File: src/rtl/mem_sequencer.sv
// Multicycle fetch/decode/data/retire sequencer driving one single-ported RAM; plain instr = fetch_wait+2 cycles, load/store adds data_wait.
// Stalls on ram_ready in IFETCH/DMEM only; a watchdog halts with err after MAX_WAIT unanswered cycles.
module mem_sequencer #(
    parameter int DATA_W   = 32,
    parameter int MAX_WAIT = 16,
    parameter int CNT_W    = 32
) (
    input  logic              CLK,
    input  logic              RST,
    input  logic [DATA_W-1:0] pc_addr,
    input  logic              dcuREN,
    input  logic              dcuWEN,
    input  logic              halt_req,
    input  logic [DATA_W-1:0] dmemaddr,
    input  logic [DATA_W-1:0] dmemstore,
    output logic [DATA_W-1:0] instr,
    output logic              ihit,
    output logic              dhit,
    output logic [DATA_W-1:0] dmemload,
    output logic              pc_en,
    output logic              ramREN,
    output logic              ramWEN,
    output logic [DATA_W-1:0] ramaddr,
    output logic [DATA_W-1:0] ramstore,
    input  logic [DATA_W-1:0] ramload,
    input  logic              ram_ready,
    output logic              halted,
    output logic              err,
    output logic [CNT_W-1:0]  retired
);

    localparam int WAIT_W = (MAX_WAIT < 2) ? 1 : $clog2(MAX_WAIT);

    typedef enum logic [2:0] {
        S_IFETCH,
        S_DECODE,
        S_DMEM,
        S_RETIRE,
        S_HALT
    } state_t;

    state_t              state_q, state_d;
    logic [DATA_W-1:0]   instr_q, instr_d;
    logic [DATA_W-1:0]   dmemload_q, dmemload_d;
    logic [CNT_W-1:0]    retired_q, retired_d;
    logic [WAIT_W-1:0]   wait_cnt_q, wait_cnt_d;
    logic                op_wr_q, op_wr_d;
    logic                dhit_q, dhit_d;
    logic                err_q, err_d;
    // Set for the first cycle after a reset edge so strobes stay low before fetching resumes.
    logic                quiet_q, quiet_d;

    logic                wd_expired;

    assign wd_expired = (wait_cnt_q == WAIT_W'(MAX_WAIT - 1));

    always_comb begin
        state_d    = state_q;
        instr_d    = instr_q;
        dmemload_d = dmemload_q;
        retired_d  = retired_q;
        wait_cnt_d = wait_cnt_q;
        op_wr_d    = op_wr_q;
        dhit_d     = dhit_q;
        err_d      = err_q;
        quiet_d    = 1'b0;

        case (state_q)
            S_IFETCH: begin
                if (!quiet_q) begin
                    if (ram_ready) begin
                        instr_d = ramload;
                        state_d = S_DECODE;
                    end else if (wd_expired) begin
                        err_d   = 1'b1;
                        state_d = S_HALT;
                    end else begin
                        wait_cnt_d = wait_cnt_q + WAIT_W'(1);
                    end
                end
            end
            S_DECODE: begin
                if (halt_req) begin
                    state_d = S_HALT;
                end else if (dcuWEN) begin
                    op_wr_d    = 1'b1;
                    wait_cnt_d = '0;
                    state_d    = S_DMEM;
                    if (dcuREN) begin
                        err_d = 1'b1;
                    end
                end else if (dcuREN) begin
                    op_wr_d    = 1'b0;
                    wait_cnt_d = '0;
                    state_d    = S_DMEM;
                end else begin
                    state_d = S_RETIRE;
                end
            end
            S_DMEM: begin
                if (ram_ready) begin
                    if (!op_wr_q) begin
                        dmemload_d = ramload;
                    end
                    dhit_d  = 1'b1;
                    state_d = S_RETIRE;
                end else if (wd_expired) begin
                    err_d   = 1'b1;
                    state_d = S_HALT;
                end else begin
                    wait_cnt_d = wait_cnt_q + WAIT_W'(1);
                end
            end
            S_RETIRE: begin
                retired_d  = retired_q + CNT_W'(1);
                dhit_d     = 1'b0;
                wait_cnt_d = '0;
                state_d    = S_IFETCH;
            end
            S_HALT: begin
                state_d = S_HALT;
            end
            default: begin
                state_d = S_IFETCH;
            end
        endcase
    end

    always_ff @(posedge CLK) begin
        if (RST) begin
            state_q    <= S_IFETCH;
            instr_q    <= '0;
            dmemload_q <= '0;
            retired_q  <= '0;
            wait_cnt_q <= '0;
            op_wr_q    <= 1'b0;
            dhit_q     <= 1'b0;
            err_q      <= 1'b0;
            quiet_q    <= 1'b1;
        end else begin
            state_q    <= state_d;
            instr_q    <= instr_d;
            dmemload_q <= dmemload_d;
            retired_q  <= retired_d;
            wait_cnt_q <= wait_cnt_d;
            op_wr_q    <= op_wr_d;
            dhit_q     <= dhit_d;
            err_q      <= err_d;
            quiet_q    <= quiet_d;
        end
    end

    assign instr    = instr_q;
    assign dmemload = dmemload_q;
    assign retired  = retired_q;
    assign err      = err_q;
    assign ihit     = (state_q == S_DECODE);
    assign pc_en    = (state_q == S_RETIRE);
    assign dhit     = (state_q == S_RETIRE) && dhit_q;
    assign halted   = (state_q == S_HALT);

    assign ramREN   = !quiet_q && ((state_q == S_IFETCH) || ((state_q == S_DMEM) && !op_wr_q));
    assign ramWEN   = !quiet_q && (state_q == S_DMEM) && op_wr_q;
    assign ramaddr  = (state_q == S_IFETCH) ? pc_addr :
                      (state_q == S_DMEM)   ? dmemaddr : '0;
    assign ramstore = (state_q == S_DMEM) ? dmemstore : '0;

endmodule

File: config.mk
export PLATFORM = sky130hd
export DESIGN_NAME = mem_sequencer
export DESIGN_NICKNAME = d
export VERILOG_FILES = /design/src/rtl/mem_sequencer.sv
export SDC_FILE = /design/constraint.sdc
export NUM_CORES = 1
export LEC_CHECK = 0
export BUFFER_PORTS_ARGS = -buffer_cell sky130_fd_sc_hd__buf_2
export CAP_MARGIN = 20
export CORE_AREA = 2 2 115 117
export CTS_BUF_LIST = sky130_fd_sc_hd__clkbuf_8
export CTS_CLUSTER_DIAMETER = 40
export DETAILED_ROUTE_END_ITERATION = 6
export DIE_AREA = 0 0 117 119
export GPL_TIMING_DRIVEN = 1
export MAX_ROUTING_LAYER = met4
export PLACE_DENSITY = 0.83
export SLEW_MARGIN = 20
export SYNTH_ARGS = -nofsm -noshare
export SYNTH_HDL_FRONTEND = slang
export SYNTH_SLANG_ARGS = --single-unit
File: constraint.sdc
create_clock -name CLK -period 4.8 [get_ports CLK]
set_input_delay 0.96 -clock CLK [delete_from_list [all_inputs] [get_ports CLK]]
set_output_delay 0.96 -clock CLK [all_outputs]
set_load 0.03 [all_outputs]
=== Word level (Yosys, flattened, before mapping) ===
Cells that the tools add are included.

* Bits in registers: 107
* Input bits: 134
* Logic and storage cells: 74

* Muxes and demuxes: 30
* Bitwise operators: 3
* Reduce and logical (&&, ||, !) cells: 19
* Eq/ne operators: 11
* $add $sub $neg: 2

{| class="wikitable"
|+ Operators by type and width
! kind !! number
|-
| 32-bit 2-to-1 mux || 3
|-
| 32-bit by 1-bit adder with 32-bit output (second input constant) || 1
|-
| 4-bit 2-to-1 mux || 6
|-
| 4-bit one-hot mux with 4 select lines || 1
|-
| 3-bit 2-to-1 mux || 5
|-
| 1-bit 2-to-1 mux || 12
|-
| 3-bit one-hot mux with 4 select lines || 1
|-
| 2-bit != test (second input constant) || 5
|-
| 3-bit AND reduction || 3
|-
| 3-bit by 2-bit == test with 1-bit output (second input constant) || 2
|-
| 1-bit logical AND || 5
|-
| 5-bit AND reduction || 1
|-
| 4-bit by 1-bit adder with 4-bit output (second input constant) || 1
|-
| 4-bit == test (second input constant) || 1
|-
| 4-bit AND reduction || 1
|-
| 2-bit nonzero test || 2
|-
| 4-bit nonzero test || 1
|-
| 3-bit by 1-bit == test with 1-bit output (second input constant) || 1
|-
| 3-bit == test (second input constant) || 1
|-
| 3-bit logical NOT || 1
|-
| 3-bit != test (second input constant) || 1
|-
| 1-bit NOT || 3
|-
| 1-bit one-hot mux with 3 select lines || 1
|-
| 3-bit nonzero test || 1
|-
| 4 further kinds || 5
|}

=== Depth between registers and ports, before layout ===
* Depth after elaboration: 5
* Mapped depth: 7
* Depth with buffers taken out: 5

=== Worst setup path after synthesis ===
Ideal clock, no wire load.

* Kind: register to output
* From: reg state_q[1]
* To: out ramWEN
* Buffers on the path: 3
* Stages on the path, launching flop included: 6
* Arrival: 1889 ps
* Path slack: 1951 ps
* Cells stage by stage: dfxtp_1 -> buf_4 -> clkbuf_1 -> clkbuf_1 -> nand2_1 -> nor3_1

* Word-level cells in the longest chain between the ends: 3

{| class="wikitable"
|+ Ends and longest elaborated chain
! element !! RTL line !! source
|-
| start, declared || 42 || <nowiki>state_t state_q, state_d;</nowiki>
|-
| start signal, assigned || 141 || <nowiki>state_q <= state_d;</nowiki>
|-
| 3-bit by 2-bit == test with 1-bit output || 163 || <nowiki>assign ramWEN = !quiet_q && (state_q == S_DMEM) && op_wr_q;</nowiki>
|-
| 1-bit logical AND (2 in a row) || 163 ||
|-
| end, declared || 22 || <nowiki>output logic ramWEN,</nowiki>
|}

Every way passes these cells.

=== Worst setup path in the final report ===
* From: reg state_q[1]
* To: out ramaddr[1]

* Word-level cells in the longest chain between the ends: 3
* Elaborated cells between the ends (all ways): 4
* Those cells by class: eq/ne (1); mux (2); reduce/logical (1)

{| class="wikitable"
|+ Ends and longest elaborated chain
! element !! RTL line !! source
|-
| 3-bit by 2-bit == test with 1-bit output || 165 || <nowiki>(state_q == S_DMEM) ? dmemaddr : '0;</nowiki>
|-
| 32-bit 2-to-1 mux || 165 ||
|-
| 32-bit 2-to-1 mux * || 164 || <nowiki>assign ramaddr = (state_q == S_IFETCH) ? pc_addr :</nowiki>
|-
| end, declared || 23 || <nowiki>output logic [DATA_W-1:0] ramaddr,</nowiki>
|}

Mark *: on every way between the ends. The rest lies on a longest branch, timed or not.

==> impl_metrics.toml <==
[hold_path]
hold-path-endpoint = "instr[17]"
min-delay-path-class = "reg -> reg"
whs_path_depth = 2
worstHoldStart = "instr[17]"

[clocking]
cts_root_buf = "clkbuf_8"
htree_levels = 3
numCtsBuffers = 9
post_cts_buffers = 0
cts.reportedPaths.clkPinSlew_ns = 0.11
cts_resized = 0
cts.sinks = 107
cts_hold_buf = 0
clk-insertion-delay-late_ns = 0.37
cts_tree = "done"
cts_buffer_depth = 2

[setup_path]
r2r_setup_slack_ns = 1.81
arrival_ns = 2.10
critPathLaunchType = "flip-flop"
crit_path_max_fanout = 89
reg2reg_depth = 4
endpoint_kind = "output pin"
worstPathRequired_ns = 3.84
crit-reg2reg-launch = "state_q[1]"
r2r_end = "retired[27]"
path_class = "reg -> out"

[timing]
finClkSkew_ns = 0.0101
slew_headroom = 0.325
hold_slack_ns = 0.456
period_share = 0.638
rsz0062_at_grt = "no"
tns_ns = 0
setup_ws_ns = 1.74
finalCriticalPeriod_ns = 3.06
hold_violations = 0
max_freq_mhz = 327
tightestPinTransition_ns = 1.01
setup_viol = 0
slew_viol_final = 0

[logic_synthesis]
ys_seq_elements = 107
synth_top_area_share = 0.427
syn-instance-count = 643
syn-num-nets = 779
synth_top_cells_by_area = "dfxtp_1, nand2_1, a21oi_1"
syn-cell-area_um2 = 5010
yosysTopAreaCell = "dfxtp_1"
synthArstFlopShare = 0
yosysWarnings = 0
ys.flop_type = "dfxtp_1"
avgSynthCellArea_um2 = 7.80
ys_types = 47
synth-seq-area-share = 0.427
synth_edf_count = 0

[final_layout]
fill_cells = 1268
final_common_cell = "buf_2"
final_cell_mix = "buf_2, nand2_1, dfxtp_1"
area_growth_pct = 35.8
register_area_um2 = 2150
multi_input_area_um2 = 2630
fin_nets = 1048
drive_gt1_frac = 0.363

[place]
gp_congestion = 0.878
place_ws_ns = 1.84
hpwl_mm = 13.2
portBuffers = 300

[floorplanning]
die_width_um = 117
fp.dieH_um = 119
coreArea_um2 = 12900
rows = 42
die_area_um2 = 13900
io_pins = 301
initial_core_util = 0.389

[detailed_routing]
avgViaCountPerCell = 5.10
drt-initial-drc-count = 530
wl_mm = 17.0
wl_per_cell_um = 15.5
vias = 5581
drtPass1Iterations = 4
drc = 0
ant_nets = 0

[grt]
gr-total-overflow = 0
use_met3 = 0.0458
grt_pass1_wl_mm = 25.2
grt_max_degree = 90
busiest_layer = "met2"
grt_pass1_vias = 4867
grt_use_total = 0.239
gr-usage-met2 = 0.404
use_met1 = 0.272
antenna_found_initial = 4

[outcome]
outcome = "finished, final reports clean"

[power]
vdd_drop_max_mv = 0.101
p_leak_nw = 3.19
power_density_nw_per_um2 = 260

[run]
max-cap-violations = 0
layer usage:
layer	vias to the layer above	wire length [um]
li1	2764	-
met1	2550	6590
met2	227	8490
met3	40	1310
met4	0	620
met5	-	0
power by group:
part           internal [mW]  leakage [nW]  switching (mW)
logic                  0.107          2.23           0.210
clock network          0.199        0.0959           0.332
registers              0.905         0.867          0.0166
cell type report:
class	instances	share of cell area
tap	176	0.0323
multi-input combinational	472	0.387
clock inverter	7	0.00956
inverter	13	0.00717
antenna	1	0.000368
sequential	107	0.315
clock buffer	9	0.0182
timing repair buffer	309	0.230
flip-flops by register name (all words and copies together) (netlist names):
register,count
err,1
op_wr_q,1
dmemload,32
quiet_q,1
retired,32
state_q,3
wait_cnt_q,4
dhit_q,1
instr,32
through the flow:
step | util | power [mW] | instances | area (um^2)
detailed placement | 0.514 | 1.26 | 1077 | 6610
global placement | 0.514 | 1.26 | 1077 | 6610
CTS | 0.528 | 1.78 | 1093 | 6800
floorplan | - | 1.12 | 643 | 5010
global route | 0.529 | 1.84 | 1094 | 6810
finish | 0.529 | 1.77 | 1094 | 6810
worst max-delay path, cell delays in order (launching register included):
cell,delay (ns)
dfxtp_4,1.03
mux2i_1,0.28
nor2_1,0.16
buf_2,0.26
how the worst max path moves through the flow:
stage	start	to	depth (start not counted)
floorplan	state_q[1]	ramWEN	5
global placement	state_q[1]	retired[21]	4
detailed placement	state_q[1]	retired[27]	4
CTS	state_q[0]	ramstore[10]	3
global route	state_q[1]	ramaddr[1]	3
finish	state_q[1]	ramaddr[1]	3
synthesized netlist by cell type (all sizes together), types with 2 or more instances:
cell type / number
a21oi: 92
and4: 3
o21ai: 11
nor2: 51
o31ai: 16
nor3: 4
clkbuf: 45
or4: 18
and4b: 2
mux2i: 33
buf: 6
nand3: 13
nand4: 6
ha: 2
nor4b: 2
nor2b: 2
dfxtp: 107
nand2: 140
inv: 13
xor2: 6
nand4b: 3
xnor2: 3
a22oi: 3
or3: 10
and3: 37
logic make-up (layout without fill, tap and decap cells):
kind of cell / after synthesis / in the layout / synth area share
multiplexers: 34 / 34 / 0.0681
AND/OR/NAND/NOR: 297 / 297 / 0.289
flip-flops: 107 / 107 / 0.427
buffers and inverters: 64 / 338 / 0.0507
XOR/XNOR: 9 / 9 / 0.0157
AO/OA/AOI/OAI: 130 / 130 / 0.145
other: 0 / 1 / 0
adder cells (fa/ha/maj): 2 / 2 / 0.00499
Note: power is estimated with default switching activity, not from simulation.
